**src/rtl/ccc_phase_step_ctrl.sv**
```systemverilog
// ccc_phase_step_ctrl: PLL power-up/lock sequencing and phase-step pulse generation.
// Optional PHASE_POS_* position trackers are compiled in with `define CCC_PHASE_TRACK_EN.
module ccc_phase_step_ctrl #(
    parameter int unsigned PD_HOLD_CYCLES      = 16,
    parameter int unsigned LOCK_TIMEOUT        = 65535,
    parameter int unsigned ROTATE_PULSE_CYCLES = 2,
    parameter int unsigned ROTATE_GAP_CYCLES   = 4
) (
    input  logic       SYS_CLK,
    input  logic       SYS_RESET_N,
    input  logic       PLL_LOCK,
    input  logic       REQ_VALID,
    output logic       REQ_READY,
    input  logic [2:0] REQ_OUT_SEL,
    input  logic       REQ_DIR,
    input  logic [5:0] REQ_STEPS,
    output logic       DONE,
    output logic       PLL_READY,
    output logic       LOCK_ERR,
    output logic       PLL_POWERDOWN_N,
    output logic       PHASE_OUT0_SEL,
    output logic       PHASE_OUT2_SEL,
    output logic       PHASE_OUT3_SEL,
    output logic       PHASE_DIRECTION,
    output logic       PHASE_ROTATE,
    output logic       LOAD_PHASE_N
`ifdef CCC_PHASE_TRACK_EN
    ,
    output logic [2:0] PHASE_POS_OUT0,
    output logic [2:0] PHASE_POS_OUT2,
    output logic [2:0] PHASE_POS_OUT3
`endif
);

    localparam int unsigned HW = (PD_HOLD_CYCLES > 1) ? $clog2(PD_HOLD_CYCLES) : 1;
    localparam int unsigned TW = (LOCK_TIMEOUT > 1) ? $clog2(LOCK_TIMEOUT) : 1;
    localparam int unsigned PMAX = (ROTATE_PULSE_CYCLES > ROTATE_GAP_CYCLES) ?
                                   ROTATE_PULSE_CYCLES : ROTATE_GAP_CYCLES;
    localparam int unsigned PW = (PMAX > 1) ? $clog2(PMAX) : 1;

    localparam logic [HW-1:0] HOLD_LAST = HW'(PD_HOLD_CYCLES - 1);
    localparam logic [TW-1:0] TO_LAST   = TW'(LOCK_TIMEOUT - 1);
    localparam logic [PW-1:0] HI_LAST   = PW'(ROTATE_PULSE_CYCLES - 1);
    localparam logic [PW-1:0] LO_LAST   = PW'(ROTATE_GAP_CYCLES - 1);

    typedef enum logic [2:0] {
        S_PD_HOLD,
        S_WAIT_LOCK,
        S_IDLE,
        S_SETUP,
        S_ROT_HI,
        S_ROT_LO,
        S_LOAD
    } state_t;

    state_t state_q, state_d;

    logic          lock_meta, lock_sync;
    logic [HW-1:0] hold_cnt;
    logic [TW-1:0] to_cnt;
    logic [PW-1:0] rot_cnt;
    logic [2:0]    sel_q, sel_d;
    logic          dir_q, dir_d;
    logic [5:0]    steps_q, steps_d;
    logic          accept, err_set, step_dec;
    logic          win_d, active_d;

    // Two-flop synchroniser for the asynchronous PLL lock.
    always_ff @(posedge SYS_CLK or negedge SYS_RESET_N) begin
        if (!SYS_RESET_N) begin
            lock_meta <= 1'b0;
            lock_sync <= 1'b0;
        end else begin
            lock_meta <= PLL_LOCK;
            lock_sync <= lock_meta;
        end
    end

    // State register.
    always_ff @(posedge SYS_CLK or negedge SYS_RESET_N) begin
        if (!SYS_RESET_N) state_q <= S_PD_HOLD;
        else              state_q <= state_d;
    end

    // Next-state logic; lock loss in any operational state wins over everything.
    always_comb begin
        state_d  = state_q;
        accept   = 1'b0;
        err_set  = 1'b0;
        step_dec = 1'b0;
        unique case (state_q)
            S_PD_HOLD: begin
                if (hold_cnt == HOLD_LAST) state_d = S_WAIT_LOCK;
            end
            S_WAIT_LOCK: begin
                if (lock_sync) begin
                    state_d = S_IDLE;
                end else if (to_cnt == TO_LAST) begin
                    state_d = S_PD_HOLD;
                    err_set = 1'b1;
                end
            end
            S_IDLE: begin
                if (REQ_VALID) begin
                    state_d = S_SETUP;
                    accept  = 1'b1;
                end
            end
            S_SETUP: begin
                state_d = (steps_q == 6'd0) ? S_LOAD : S_ROT_HI;
            end
            S_ROT_HI: begin
                if (rot_cnt == HI_LAST) state_d = S_ROT_LO;
            end
            S_ROT_LO: begin
                if (rot_cnt == LO_LAST) begin
                    step_dec = 1'b1;
                    state_d  = (steps_q == 6'd1) ? S_LOAD : S_ROT_HI;
                end
            end
            S_LOAD: begin
                state_d = S_IDLE;
            end
            default: begin
                state_d = S_PD_HOLD;
            end
        endcase
        if (state_q inside {S_IDLE, S_SETUP, S_ROT_HI, S_ROT_LO, S_LOAD} &&
            !lock_sync) begin
            state_d  = S_PD_HOLD;
            accept   = 1'b0;
            step_dec = 1'b0;
        end
    end

    // Next values of the latched request; a request with no outputs selected does no steps.
    always_comb begin
        sel_d   = sel_q;
        dir_d   = dir_q;
        steps_d = steps_q;
        if (accept) begin
            sel_d   = REQ_OUT_SEL;
            dir_d   = REQ_DIR;
            steps_d = (REQ_OUT_SEL == 3'd0) ? 6'd0 : REQ_STEPS;
        end else if (step_dec) begin
            steps_d = steps_q - 6'd1;
        end
        win_d    = state_d inside {S_SETUP, S_ROT_HI, S_ROT_LO, S_LOAD};
        active_d = state_d inside {S_IDLE, S_SETUP, S_ROT_HI, S_ROT_LO, S_LOAD};
    end

    // Dwell counters, each cleared whenever its state is entered or left.
    always_ff @(posedge SYS_CLK or negedge SYS_RESET_N) begin
        if (!SYS_RESET_N) begin
            hold_cnt <= '0;
            to_cnt   <= '0;
            rot_cnt  <= '0;
        end else begin
            hold_cnt <= (state_q == S_PD_HOLD && state_d == S_PD_HOLD) ?
                        hold_cnt + HW'(1) : '0;
            to_cnt   <= (state_q == S_WAIT_LOCK && state_d == S_WAIT_LOCK) ?
                        to_cnt + TW'(1) : '0;
            rot_cnt  <= ((state_q == S_ROT_HI || state_q == S_ROT_LO) &&
                         state_d == state_q) ? rot_cnt + PW'(1) : '0;
        end
    end

    // Latched request fields and remaining-step count.
    always_ff @(posedge SYS_CLK or negedge SYS_RESET_N) begin
        if (!SYS_RESET_N) begin
            sel_q   <= 3'd0;
            dir_q   <= 1'b0;
            steps_q <= 6'd0;
        end else begin
            sel_q   <= sel_d;
            dir_q   <= dir_d;
            steps_q <= steps_d;
        end
    end

    // Registered outputs, decoded from the next state so they line up with it.
    always_ff @(posedge SYS_CLK or negedge SYS_RESET_N) begin
        if (!SYS_RESET_N) begin
            PLL_POWERDOWN_N <= 1'b0;
            PHASE_OUT0_SEL  <= 1'b0;
            PHASE_OUT2_SEL  <= 1'b0;
            PHASE_OUT3_SEL  <= 1'b0;
            PHASE_DIRECTION <= 1'b0;
            PHASE_ROTATE    <= 1'b0;
            LOAD_PHASE_N    <= 1'b1;
            REQ_READY       <= 1'b0;
            DONE            <= 1'b0;
            PLL_READY       <= 1'b0;
            LOCK_ERR        <= 1'b0;
        end else begin
            PLL_POWERDOWN_N <= (state_d != S_PD_HOLD);
            PHASE_OUT0_SEL  <= win_d & sel_d[0];
            PHASE_OUT2_SEL  <= win_d & sel_d[1];
            PHASE_OUT3_SEL  <= win_d & sel_d[2];
            PHASE_DIRECTION <= win_d & dir_d;
            PHASE_ROTATE    <= (state_d == S_ROT_HI);
            LOAD_PHASE_N    <= (state_d != S_LOAD);
            REQ_READY       <= (state_d == S_IDLE);
            DONE            <= (state_d == S_LOAD);
            PLL_READY       <= active_d;
            LOCK_ERR        <= LOCK_ERR | err_set;
        end
    end

`ifdef CCC_PHASE_TRACK_EN
    // Modulo-8 phase position per output, stepped at the end of every rotate gap.
    always_ff @(posedge SYS_CLK or negedge SYS_RESET_N) begin
        if (!SYS_RESET_N) begin
            PHASE_POS_OUT0 <= 3'd0;
            PHASE_POS_OUT2 <= 3'd0;
            PHASE_POS_OUT3 <= 3'd0;
        end else if (state_d == S_PD_HOLD) begin
            PHASE_POS_OUT0 <= 3'd0;
            PHASE_POS_OUT2 <= 3'd0;
            PHASE_POS_OUT3 <= 3'd0;
        end else if (step_dec) begin
            if (sel_q[0]) PHASE_POS_OUT0 <= PHASE_POS_OUT0 + (dir_q ? 3'd1 : 3'd7);
            if (sel_q[1]) PHASE_POS_OUT2 <= PHASE_POS_OUT2 + (dir_q ? 3'd1 : 3'd7);
            if (sel_q[2]) PHASE_POS_OUT3 <= PHASE_POS_OUT3 + (dir_q ? 3'd1 : 3'd7);
        end
    end
`endif

endmodule

```
**config.mk**
```make
export PLATFORM = sky130hd
export DESIGN_NAME = ccc_phase_step_ctrl
export DESIGN_NICKNAME = d
export VERILOG_FILES = /design/src/rtl/ccc_phase_step_ctrl.sv
export SDC_FILE = /design/constraint.sdc
export NUM_CORES = 1
export LEC_CHECK = 0
export ABC_AREA = 1
export ABC_CLOCK_PERIOD_IN_PS = 1800
export CORE_MARGIN = 3
export CORE_UTILIZATION = 30
export CTS_CLUSTER_DIAMETER = 30
export DETAILED_ROUTE_END_ITERATION = 8
export SKIP_LAST_GASP = 1
export SLEW_MARGIN = 15
export SYNTH_ARGS = -nofsm -noshare
export SYNTH_HDL_FRONTEND = slang
export SYNTH_SLANG_ARGS = --single-unit
```
**constraint.sdc**
```tcl
create_clock -name SYS_CLK -period 1.8 [get_ports SYS_CLK]
set_input_delay 0.36 -clock SYS_CLK [delete_from_list [all_inputs] [get_ports SYS_CLK]]
set_output_delay 0.36 -clock SYS_CLK [all_outputs]
set_load 0.005 [all_outputs]
```
==> flow_summary.json <==
{
  "coreArea_um2": 7810,
  "path_buf_inv": 3,
  "cts_buffers": 5,
  "r2r_cells": 9,
  "grt_pass1_vias": 1796,
  "grt_pass1_wl_mm": 7.99,
  "worstSetupStartpointType": "flop",
  "met3_length_um": 161,
  "worst_pin_slew_ps": 348,
  "hold_class": "input port to async pin",
  "std_cell_rows": 32,
  "switching_share_pct": 35.8,
  "synth_cell_types": 34,
  "seq_area_um2": 1200,
  "drc_errors": 0,
  "met2_length_mm": 2.12,
  "die-width_um": 96.3,
  "antenna_left": 0,
  "maxCapViolCount": 0,
  "slew_headroom_pct": 76.6,
  "synth_seq_cells": 48,
  "num_antenna_cells": 0,
  "pwr-share-clk_pct": 18.4,
  "cts.sinks": 48,
  "p_seq_share_pct": 41.7,
  "hpwl_mm": 3.28,
  "post-route-period-util_pct": 96.6,
  "critical_path_class": "flop to flop",
  "die_y_um": 96.3,
  "syn_avg_cell_area_um2": 8.60,
  "layout-drive-gt1-share_pct": 19.3,
  "cpPeakStageDelay_ps": 420,
  "grt_max_degree": 49,
  "max_clock_freq_ghz": 0.575,
  "wl_mm": 4.48,
  "cts_tree": "yes",
  "antenna_found_initial": 0,
  "clock_skew_ps": 5.98,
  "worst_ep_required_time_ps": 2010,
  "cpLargestDelayFamily": "simple AND/OR/NAND/NOR gates",
  "routed_via_density": 4.30,
  "routedWlPerCell_um": 10.5,
  "yosys_warnings": 0,
  "power_mw": 3.60,
  "run_status": "completed",
  "cp_slowest_cell": "dfrtp_1",
  "internal_power_mw": 2.31,
  "dp.cells": 417,
  "yosysTopAreaCellShare_pct": 48.1,
  "finalWorstSetupSlack_ps": 60.3,
  "grt_use_total_pct": 10.8,
  "p_comb_share_pct": 39.9,
  "start_util_pct": 31.3,
  "globalRouteOverflowTotal": 0,
  "layout.nets": 348,
  "die-area_um2": 9260,
  "period_minus_slack_ps": 1740,
  "drv_slew": 0,
  "leakage_nw": 1.41,
  "fillerInstances": 762,
  "port_buffers": 24,
  "drt_iter0_drc": 57,
  "yosys.area.top_type": "dfrtp_1",
  "synthCells": 284,
  "drt-pass1-iter-count": 4,
  "clk_pin_slew_ps": 90,
  "h-tree-depth": 2,
  "yosysSeqAreaShare_pct": 49.2,
  "ir_worst_vdd_v": 0.000427,
  "clockBufferDepth": 2,
  "synth_area_um2": 2440,
  "tns_ps": 0,
  "p_sw_mw": 1.29,
  "hold_viol_final": 0,
  "ctsHoldBuffers": 0,
  "endpoint_kind": "flop",
  "multi_input_area_um2": 1090,
  "io_pins": 25,
  "synth_area_leaders": "dfrtp_1 (48%), nand2_1 (8.6%), nor2_1 (5.5%)",
  "routed.top_layer": "met4",
  "cp_num_cells": 9,
  "place.gp.congestion": 0.855,
  "crit_arrival_ps": 1950,
  "area_growth_pct": 25.2,
  "final_cells": 428,
  "cp_cell_sequence": "inv_4 -> ha_1 -> nand2_1 -> nand2_2 -> buf_6 -> nand2_4 -> or2_4 -> buf_12 -> nor3_1",
  "m1WireLength_mm": 2.14,
  "post-route-util_pct": 39.2,
  "syn-num-nets": 307,
  "pre_cts_ws_ps": -156,
  "rsz0062_at_grt": "yes",
  "powerDensity_nw_per_um2": 1170,
  "insertion_delay_ps": 300,
  "crit_fanout": 8,
  "clockRootBuffer": "clkbuf_8",
  "finalSetupViolCount": 0,
  "num_vias": 1842
}
## power groups by stage
stage | logic (mW) | registers, mW | clock network (mW)
after floorplan | 0.903 | 1.48 | 0
after global placement | 1.37 | 1.52 | 0
after detailed placement | 1.38 | 1.52 | 0
after CTS | 1.38 | 1.50 | 0.693
after global routing | 1.65 | 1.54 | 0.725
final | 1.43 | 1.50 | 0.661
## placed cells by master (no fill, tap or decap), drive strengths merged
cell / instances
dfstp: 1
clkdlybuf4s50: 23
dfrtp: 47
a21o: 1
nor4: 3
buf: 16
o21bai: 1
or3: 1
a21boi: 1
ha: 9
nor3: 15
inv: 38
xor2: 7
xnor2: 3
or2: 6
clkbuf: 9
nor2: 48
o22ai: 1
a21oi: 3
nand3: 17
nand3b: 1
o21ai: 13
nand2: 59
nand4: 3
## metrics by stage
stage,cell area (um2),hold slack [ps]
4_1_cts,2960,31.8
3_3_place_gp,2870,335
2_1_floorplan,2440,64.4
5_1_grt,3060,50.8
6_report,3060,31.4
3_5_place_dp,2870,335
## kinds of logic after synthesis
kind of cell	after synthesis	synth area share, %
simple gates	153	29.8
xor+xnor	10	3.58
compound gates	20	4.61
flops	48	49.2
fa+ha+maj	9	4.61
buf+inv	44	8.19
## sequential cells by signal (all words and copies together) (netlist names), 2 cells and up
name,cells
steps_q,6
hold_cnt,4
sel_q,3
state_q,3
rot_cnt,2
to_cnt,16
## cells in the mapped netlist (all sizes together)
| cell | count |
|---|---|
| nand4 | 3 |
| nor2 | 48 |
| o21bai | 1 |
| xor2 | 7 |
| nor4 | 3 |
| xnor2 | 3 |
| o22ai | 1 |
| nand3b | 1 |
| nand3 | 17 |
| a21boi | 1 |
| buf | 5 |
| inv | 38 |
| a21oi | 3 |
| dfrtp | 47 |
| dfstp | 1 |
| or2 | 6 |
| o21ai | 13 |
| nor3 | 15 |
| clkbuf | 1 |
| a21o | 1 |
| or3 | 1 |
| ha | 9 |
| nand2 | 59 |
## metal layers
layer / vias to the layer above / global-route usage [%]
li1: 974 / -
met3: 6 / 2.58
met2: 25 / 17.4
met1: 837 / 14.5
met5: - / 0
met4: 0 / 3.20
## what timing repair did
| item | CTS | global route |
|---|---|---|
| setup endpoints to repair | 0 | 24 |
| resized for setup | 0 | 19 |
| buffers inserted | 0 | 2 |
## cell type report
cell class                      count  share of cell area (%)
Inverter                           38                    4.82
Tap cell                          102                    4.17
Multi-Input combinational cell    192                    35.6
Timing Repair Buffer               40                    13.1
Sequential cell                    48                    39.3
Clock buffer                        8                    2.94
## worst paths after layout
kind,slack (ps),end,start
setup / recovery,60,to_cnt[7],state_q[1]
hold / removal,30,steps_q[0],SYS_RESET_N
setup reg to reg,60,to_cnt[7],state_q[1]
hold reg to reg,350,lock_sync,lock_meta
max in group asynchronous,1490,LOAD_PHASE_N,SYS_RESET_N
min in group SYS_CLK,350,lock_sync,lock_meta
Note: power is estimated with default switching activity, not from simulation.
